## config.mk

```make
export PLATFORM = sky130hd
export DESIGN_NAME = led_scanner
export DESIGN_NICKNAME = d
export VERILOG_FILES = /design/src/rtl/led_scanner_pkg.sv /design/src/rtl/led_tick_gen.sv /design/src/rtl/led_scanner.sv
export SDC_FILE = /design/constraint.sdc
export NUM_CORES = 1
export LEC_CHECK = 0
export CORE_MARGIN = 2
export CORE_UTILIZATION = 35
export CTS_BUF_LIST = sky130_fd_sc_hd__clkbuf_16
export DETAILED_ROUTE_END_ITERATION = 7
export GPL_TIMING_DRIVEN = 0
export PLACE_DENSITY = 0.6
export SETUP_SLACK_MARGIN = 0.4
export SYNTH_ARGS = -nofsm -noshare
export SYNTH_HDL_FRONTEND = slang
export SYNTH_SLANG_ARGS = --single-unit
export TNS_END_PERCENT = 5
```

## constraint.sdc

```tcl
create_clock -name CLOCK_50 -period 2.1 [get_ports CLOCK_50]
set_clock_uncertainty 0.2 [all_clocks]
set_input_delay 0.63 -clock CLOCK_50 [delete_from_list [all_inputs] [get_ports CLOCK_50]]
set_output_delay 0.63 -clock CLOCK_50 [all_outputs]
set_load 0.01 [all_outputs]
```

## src/rtl/led_scanner_pkg.sv

```systemverilog
// Shared mode encoding and sizing helper for the LED scanner.
package led_scanner_pkg;

    localparam logic [1:0] MODE_BOUNCE  = 2'd0;
    localparam logic [1:0] MODE_WRAP_UP = 2'd1;
    localparam logic [1:0] MODE_WRAP_DN = 2'd2;
    localparam logic [1:0] MODE_HOLD    = 2'd3;

    // Index width for n positions, never narrower than one bit.
    function automatic int calc_pos_w(input int n);
        return (n <= 2) ? 1 : $clog2(n);
    endfunction

endpackage

```

## src/rtl/led_tick_gen.sv

```systemverilog
// Enable-style prescaler: counts CLOCK_50 cycles while run=1 and emits a one-cycle tick.
module led_tick_gen #(
    parameter int TICK_DIV = 5000000
) (
    input  logic CLOCK_50,
    input  logic reset,
    input  logic run,
    output logic step,
    output logic tick
);

    localparam int CNT_W = (TICK_DIV <= 2) ? 1 : $clog2(TICK_DIV);
    localparam logic [CNT_W-1:0] CNT_LAST = CNT_W'(TICK_DIV - 1);

    logic [CNT_W-1:0] cnt_p0;

    // step is the edge on which the count wraps; tick is its registered copy.
    assign step = run && (cnt_p0 == CNT_LAST);

    always_ff @(posedge CLOCK_50) begin
        if (reset) begin
            cnt_p0 <= '0;
            tick   <= 1'b0;
        end else begin
            tick <= step;
            if (step) begin
                cnt_p0 <= '0;
            end else if (run) begin
                cnt_p0 <= cnt_p0 + CNT_W'(1);
            end
        end
    end

endmodule

```

## src/rtl/led_scanner.sv

```systemverilog
// Scanning LED driver: bounce / wrap-up / wrap-down / hold stepping at a prescaled rate.
// Optional fading trail of previous positions when LED_SCANNER_TRAIL_EN is defined.
module led_scanner
    import led_scanner_pkg::*;
#(
    parameter int NUM_LEDS  = 10,
    parameter int TICK_DIV  = 5000000,
    parameter int TRAIL_LEN = 2,
    localparam int POS_W    = calc_pos_w(NUM_LEDS)
) (
    input  logic                CLOCK_50,
    input  logic                reset,
    input  logic                run,
    input  logic [1:0]          mode,
    output logic [NUM_LEDS-1:0] LEDR,
    output logic [POS_W-1:0]    pos,
    output logic                dir,
    output logic                tick
);

    localparam logic [POS_W-1:0] POS_LAST = POS_W'(NUM_LEDS - 1);

    if (NUM_LEDS < 1 || NUM_LEDS > 64) begin : g_bad_num_leds
        $error("led_scanner: NUM_LEDS must be 1..64");
    end
    if (TICK_DIV < 1 || TICK_DIV > (1 << 26)) begin : g_bad_tick_div
        $error("led_scanner: TICK_DIV must be 1..2^26");
    end
    if (TRAIL_LEN < 0 || TRAIL_LEN > 7) begin : g_bad_trail_len
        $error("led_scanner: TRAIL_LEN must be 0..7");
    end

    logic             step;
    logic [POS_W-1:0] pos_p0, pos_nxt;
    logic             dir_p0, dir_nxt;

    led_tick_gen #(.TICK_DIV(TICK_DIV)) u_tick_gen (
        .CLOCK_50 (CLOCK_50),
        .reset    (reset),
        .run      (run),
        .step     (step),
        .tick     (tick)
    );

    always_comb begin
        pos_nxt = pos_p0;
        dir_nxt = dir_p0;
        if (NUM_LEDS > 1) begin
            case (mode)
                MODE_BOUNCE: begin
                    if (dir_p0) begin
                        if (pos_p0 == POS_LAST) begin
                            pos_nxt = pos_p0 - POS_W'(1);
                            dir_nxt = 1'b0;
                        end else begin
                            pos_nxt = pos_p0 + POS_W'(1);
                        end
                    end else begin
                        if (pos_p0 == '0) begin
                            pos_nxt = POS_W'(1);
                            dir_nxt = 1'b1;
                        end else begin
                            pos_nxt = pos_p0 - POS_W'(1);
                        end
                    end
                end
                MODE_WRAP_UP: begin
                    pos_nxt = (pos_p0 == POS_LAST) ? '0 : pos_p0 + POS_W'(1);
                    dir_nxt = 1'b1;
                end
                MODE_WRAP_DN: begin
                    pos_nxt = (pos_p0 == '0) ? POS_LAST : pos_p0 - POS_W'(1);
                    dir_nxt = 1'b0;
                end
                default: begin
                    pos_nxt = pos_p0;
                    dir_nxt = dir_p0;
                end
            endcase
        end
    end

    // Position stage: advances on the same edge that raises tick.
    always_ff @(posedge CLOCK_50) begin
        if (reset) begin
            pos_p0 <= '0;
            dir_p0 <= 1'b1;
        end else if (step) begin
            pos_p0 <= pos_nxt;
            dir_p0 <= dir_nxt;
        end
    end

`ifdef LED_SCANNER_TRAIL_EN
    localparam int HIST_N = (TRAIL_LEN > 0) ? TRAIL_LEN : 1;

    logic [POS_W-1:0]  hist_pos_p0 [HIST_N];
    logic [HIST_N-1:0] hist_vld_p0;
    logic              hist_shift;

    // Hold mode and single-LED builds never move pos, so they never shift.
    assign hist_shift = step && (pos_nxt != pos_p0);

    always_ff @(posedge CLOCK_50) begin
        if (reset) begin
            hist_vld_p0 <= '0;
        end else if (hist_shift) begin
            for (int i = HIST_N - 1; i > 0; i--) begin
                hist_vld_p0[i] <= hist_vld_p0[i-1];
            end
            hist_vld_p0[0] <= (TRAIL_LEN > 0);
        end
    end

    always_ff @(posedge CLOCK_50) begin
        if (hist_shift) begin
            for (int i = HIST_N - 1; i > 0; i--) begin
                hist_pos_p0[i] <= hist_pos_p0[i-1];
            end
            hist_pos_p0[0] <= pos_p0;
        end
    end
`endif

    always_comb begin
        LEDR = '0;
        for (int i = 0; i < NUM_LEDS; i++) begin
            LEDR[i] = (pos_p0 == POS_W'(i));
`ifdef LED_SCANNER_TRAIL_EN
            for (int j = 0; j < TRAIL_LEN; j++) begin
                if (hist_vld_p0[j] && (hist_pos_p0[j] == POS_W'(i))) begin
                    LEDR[i] = 1'b1;
                end
            end
`endif
        end
    end

    assign pos = pos_p0;
    assign dir = dir_p0;

endmodule

```

Word-level counts from Yosys, hierarchy flattened
Index checks and enable logic that the tools add are counted.

Register bits: 29. Bits in latches: 0. Memory bits (writable): 0. ROM bits: 0. Bits of input ports: 5. Output and inout bits: 16. Memories: 0.

$add $sub $neg: 3. $mul: 0. Div/mod/pow operators: 0. $lt $le $gt $ge: 0. Equality and inequality tests: 12. Shifts and indexed selects: 0. Mux-type cells: 10. Bitwise gates (word level): 0. Reduce and logical (&&, ||, !) cells: 6.

Operators by type and width (count): 23-bit by 1-bit adder with 23-bit output (second input constant) (1); 23-bit == test (second input constant) (1); 4-bit two-way mux (5); 4-bit by 3-bit == test with 1-bit output (second input constant) (4); 4-bit case mux with 3 select lines (1); 4-bit by 2-bit == test with 1-bit output (second input constant) (2); 4-bit == test (second input constant) (2); 4-bit by 1-bit adder with 4-bit output (second input constant) (1); 4-bit by 1-bit == test with 1-bit output (second input constant) (1); 4-bit logical NOT (1); 4-bit by 1-bit subtractor with 4-bit output (second input constant) (1); 1-bit two-way mux (3); 1-bit case mux with 3 select lines (1); 3-bit nonzero test (1); 2-bit by 1-bit == test with 1-bit output (second input constant) (1); 2-bit == test (second input constant) (1); 2-bit logical NOT (1); 2-bit AND reduction (1); 2-bit OR reduction (1); 1-bit logical AND (1).

Longest topological paths before layout
Depth after elaboration: 4. Depth in mapped cells: 8. Depth with buffers taken out: 7.

Modules after synthesis
Synthesis repeated with hierarchy kept, for this count alone.

Cell total of the unflattened synthesis: 207. Area, all modules: 1752.9 sq um.

Modules (own cells, without submodules): led_tick_gen (times used 1, cells each 129, area an instance 1109.8 sq um, seq. area each 480.5 sq um); led_scanner (times used 1, cells each 78, area an instance 643.1 sq um, seq. area each 100.1 sq um).

Worst setup path before layout
No wires, ideal clock.

Kind: register to register. Start point: register pos_p0[0] (netlist: pos[0]). End point: register pos_p0[2] (netlist: pos[2]). Setup time: 0.126 ns. Arrival: 1.936 ns. Setup slack: -0.162 ns. Stages on the path, launching flop included: 9. Path buffers: 1. Period minus slack after synthesis: 2.262 ns. Cells stage by stage: dfxtp_1 > clkbuf_1 > inv_1 > ha_1 > nor3b_1 > a2111o_1 > o21ai_0 > a221oi_1 > nor4_1.

Cells in the longest elaborated chain, start to end: 4. Elaborated cells on any way between the ends: 10. Those cells by class: add/sub: 2; eq/ne: 1; mux: 6; reduce/logical: 1.

Ends and longest elaborated chain: start, declared (RTL line led_scanner.sv:34) `logic [POS_W-1:0] pos_p0, pos_nxt;`; start signal, assigned (RTL line led_scanner.sv:89) `pos_p0 <= pos_nxt;`; 4-bit logical NOT *; named net LEDR[0] (RTL line led_scanner.sv:15) `output logic [NUM_LEDS-1:0] LEDR,`; 4-bit two-way mux (RTL line led_scanner.sv:59) `if (pos_p0 == '0) begin`; 4-bit two-way mux (RTL line led_scanner.sv:51) `if (dir_p0) begin`; 4-bit case mux with 3 select lines * (RTL line led_scanner.sv:49) `case (mode)`.

Mark *: on every way through the listed nets, which the timed path passes. The rest lies on a longest branch. A chain may end at the register's enable or synchronous reset.

Worst setup path after layout
Start point: register pos_p0[0] (netlist: pos[0]). End point: output port LEDR[0].

Cells in the longest elaborated chain, start to end: 1.

Ends and longest elaborated chain: 4-bit logical NOT (RTL line led_scanner.sv:128) `LEDR[i] = (pos_p0 == POS_W'(i));`; end, declared (RTL line led_scanner.sv:15).

Every way passes these cells.

==> results_dict.tcl <==
set metrics [dict create \
    leakage_uw 0.000979 \
    syn_inst 203 \
    relSlewSlack_pct 67.1 \
    diodes 0 \
    hp-class "register to register" \
    synth_edf_count 0 \
    avgSynthCellArea_sq_um 8.57 \
    hold_viol 0 \
    io_pins 21 \
    die_h_microns 74.5 \
    reg2reg_depth 9 \
    synth_seq_area_share_pct 33.4 \
    final_cell_mix "nor2_1 (28), dfxtp_1 (20), xor2_1 (15), nand2_1 (12)" \
    max_cap_violations 0 \
    clkSinkCount 29 \
    fin_cells 309 \
    grt_first_pass_wirelength_microns 6530 \
    antenna_found_initial 0 \
    worstSetupPathType "register to output port" \
    async_flop_share_pct 0 \
    worst_pin_slew_ns 0.491 \
    rsz0062_at_grt "yes" \
    routed_via_density 5.11 \
    wl_microns 3870 \
    ys_ff_latch 29 \
    period_share_pct 101 \
    peakVddDrop_uv 509 \
    routedWlPerCell_microns 12.5 \
    grt.total_usage_pct 15.2 \
    setup_viol 2 \
    max_freq_ghz 0.473 \
    grt_max_degree 11 \
    place_congestion 0.784 \
    cp-end-kind "output port" \
    die_x_microns 74.5 \
    insertion_delay_ns 0.27 \
    power_density_nw_per_um2 579 \
    cts_buffer_depth 2 \
    cts_tree "yes" \
    port_buffers 18 \
    ant_nets 0 \
    status "complete, but fails checks" \
    tns_ns -0.0192 \
    drc 0 \
    drtPass1Iterations 4 \
    path_clk_slew_ns 0.05 \
    synth_cell_type_count 48 \
    slew_viol_final 0 \
    crit_fanout 4 \
    dieArea_sq_um 5550 \
    cp.required_ns 1.27 \
    grt_pass1_vias 1417 \
    fill_cells 473 \
    h-tree-depth 2 \
    grt-ovfl-total 0 \
    area_growth_pct 40.7 \
    place_inst 288 \
    rows 25 \
    crit_arrival_ns 1.28 \
    yosysWarnings 0 \
    final.min_clock_period_ns 2.11 \
    violations "setup timing" \
    synth_area_sq_um 1740 \
    drt-initial-drc-count 94 \
    nets 255 \
    layout_commonest_cell "nor2_1" \
    drive_above_1_share_pct 33.5 \
    start_util_pct 36.6 \
    cts_buffers 5 \
    fin_ws_ns -0.0147 \
    core_sq_um 4750 \
    cts-root-buf "clkbuf_16" \
    cp-start-kind "register" \
    hold_depth 2 \
    synth_fp_nets 217 \
    vias 1578 \
    ys.flop_type "dfxtp_1" \
    dp_hpwl_microns 2600 \
]
path summary, 6_finish.rpt:
| kind | startpoint | end | slack (ns) |
|---|---|---|---|
| worst max-delay path | pos[0] | LEDR[0] | -0.01 |
| worst min-delay path | u_tick_gen.cnt_p0[21] | u_tick_gen.cnt_p0[21] | 0.33 |
| worst max register to register | pos[0] | pos[2] | 0 |
| worst min register to register | u_tick_gen.cnt_p0[21] | u_tick_gen.cnt_p0[21] | 0.33 |
flip-flops by register name, summed over array words and instances (netlist names):
register           flops
u_tick_gen.tick        1
dir                    1
u_tick_gen.cnt_p0     23
pos                    4
critical path, cell delays in order, from the launching register on:
cell and delay, ns:
dfxtp_4 0.35, clkbuf_16 0.15, clkinv_8 0.04, ha_4 0.13
nor3b_4 0.18, buf_2 0.15
area by class of cell:
class	count	area [sq um]	share of cell area (%)
Tap cell	67	83.8	3.43
Inverter	8	57.6	2.35
Clock buffer	5	125	5.11
Clock inverter	3	41.3	1.69
Timing Repair Buffer	31	235	9.61
Multi-Input combinational cell	158	1170	48.0
Buffer	8	123	5.01
Sequential cell	29	607	24.8
through the flow:
stage	total power [uW]	cell area [sq um]	worst slack, ns	util, %	hold WS, ns
global route	1470	2450	-0.0526	51.5	0.343
detailed placement	641	2060	-0.669	43.3	0.302
floorplan	623	1800	0.0711	-	0.271
finish	1420	2450	-0.0147	51.5	0.328
global placement	641	2060	-0.672	43.3	0.291
CTS	1440	2420	-0.0219	50.8	0.324
synthesized netlist by cell type (2+ instances only):
cell type / count / area share [%]
nand4_1: 8 / 2.9
and2_1: 7 / 2.5
buf_6: 2 / 1.3
nor2_2: 3 / 1.1
nor4_1: 2 / 0.72
clkbuf_1: 4 / 0.86
nand3_1: 10 / 2.9
nor2b_1: 3 / 1.1
mux2i_1: 3 / 1.7
o31ai_1: 2 / 0.86
nor4b_1: 2 / 1.0
xor2_1: 15 / 7.6
and3_1: 4 / 1.4
o21ai_0: 5 / 1.4
nand2_1: 13 / 2.8
nor3_1: 5 / 1.4
dfxtp_1: 29 / 33
ha_1: 9 / 6.5
xnor2_1: 7 / 3.5
inv_1: 8 / 1.7
nor2_1: 30 / 6.5
nand3b_1: 3 / 1.3
a21oi_1: 4 / 1.2
power by group:
group          internal (uW)  switching (uW)
registers                548            6.35
logic                   34.7            39.1
clock network            553             237
logic make-up after synthesis:
| logic type | share of synthesized area [%] |
|---|---|
| buffers and inverters | 5.11 |
| AOI/OAI and AO/OA | 8.42 |
| muxes | 2.37 |
| and+or+nand+nor | 33.2 |
| xor gates and xnor gates | 11.1 |
| DFF | 33.4 |
| adders and majority gates | 6.47 |
metal layers:
| layer | up-vias | global-route usage, % | share of wire, % |
|---|---|---|---|
| li1 | 786 | - | - |
| met1 | 749 | 19.5 | 47 |
| met2 | 37 | 24.5 | 48 |
| met3 | 6 | 5.28 | 4.9 |
| met4 | 0 | 4.17 | 0.80 |
| met5 | - | 0 | 0 |
timing repair:
item                                    CTS  global route
endpoints found under the setup margin   45            42
cloned                                    0             0
gates resized for setup                 120             4
hold buffers                              0             0
buffers inserted                         11             2
pin swaps                                37             2
Power figures use the tool's default switching activity.
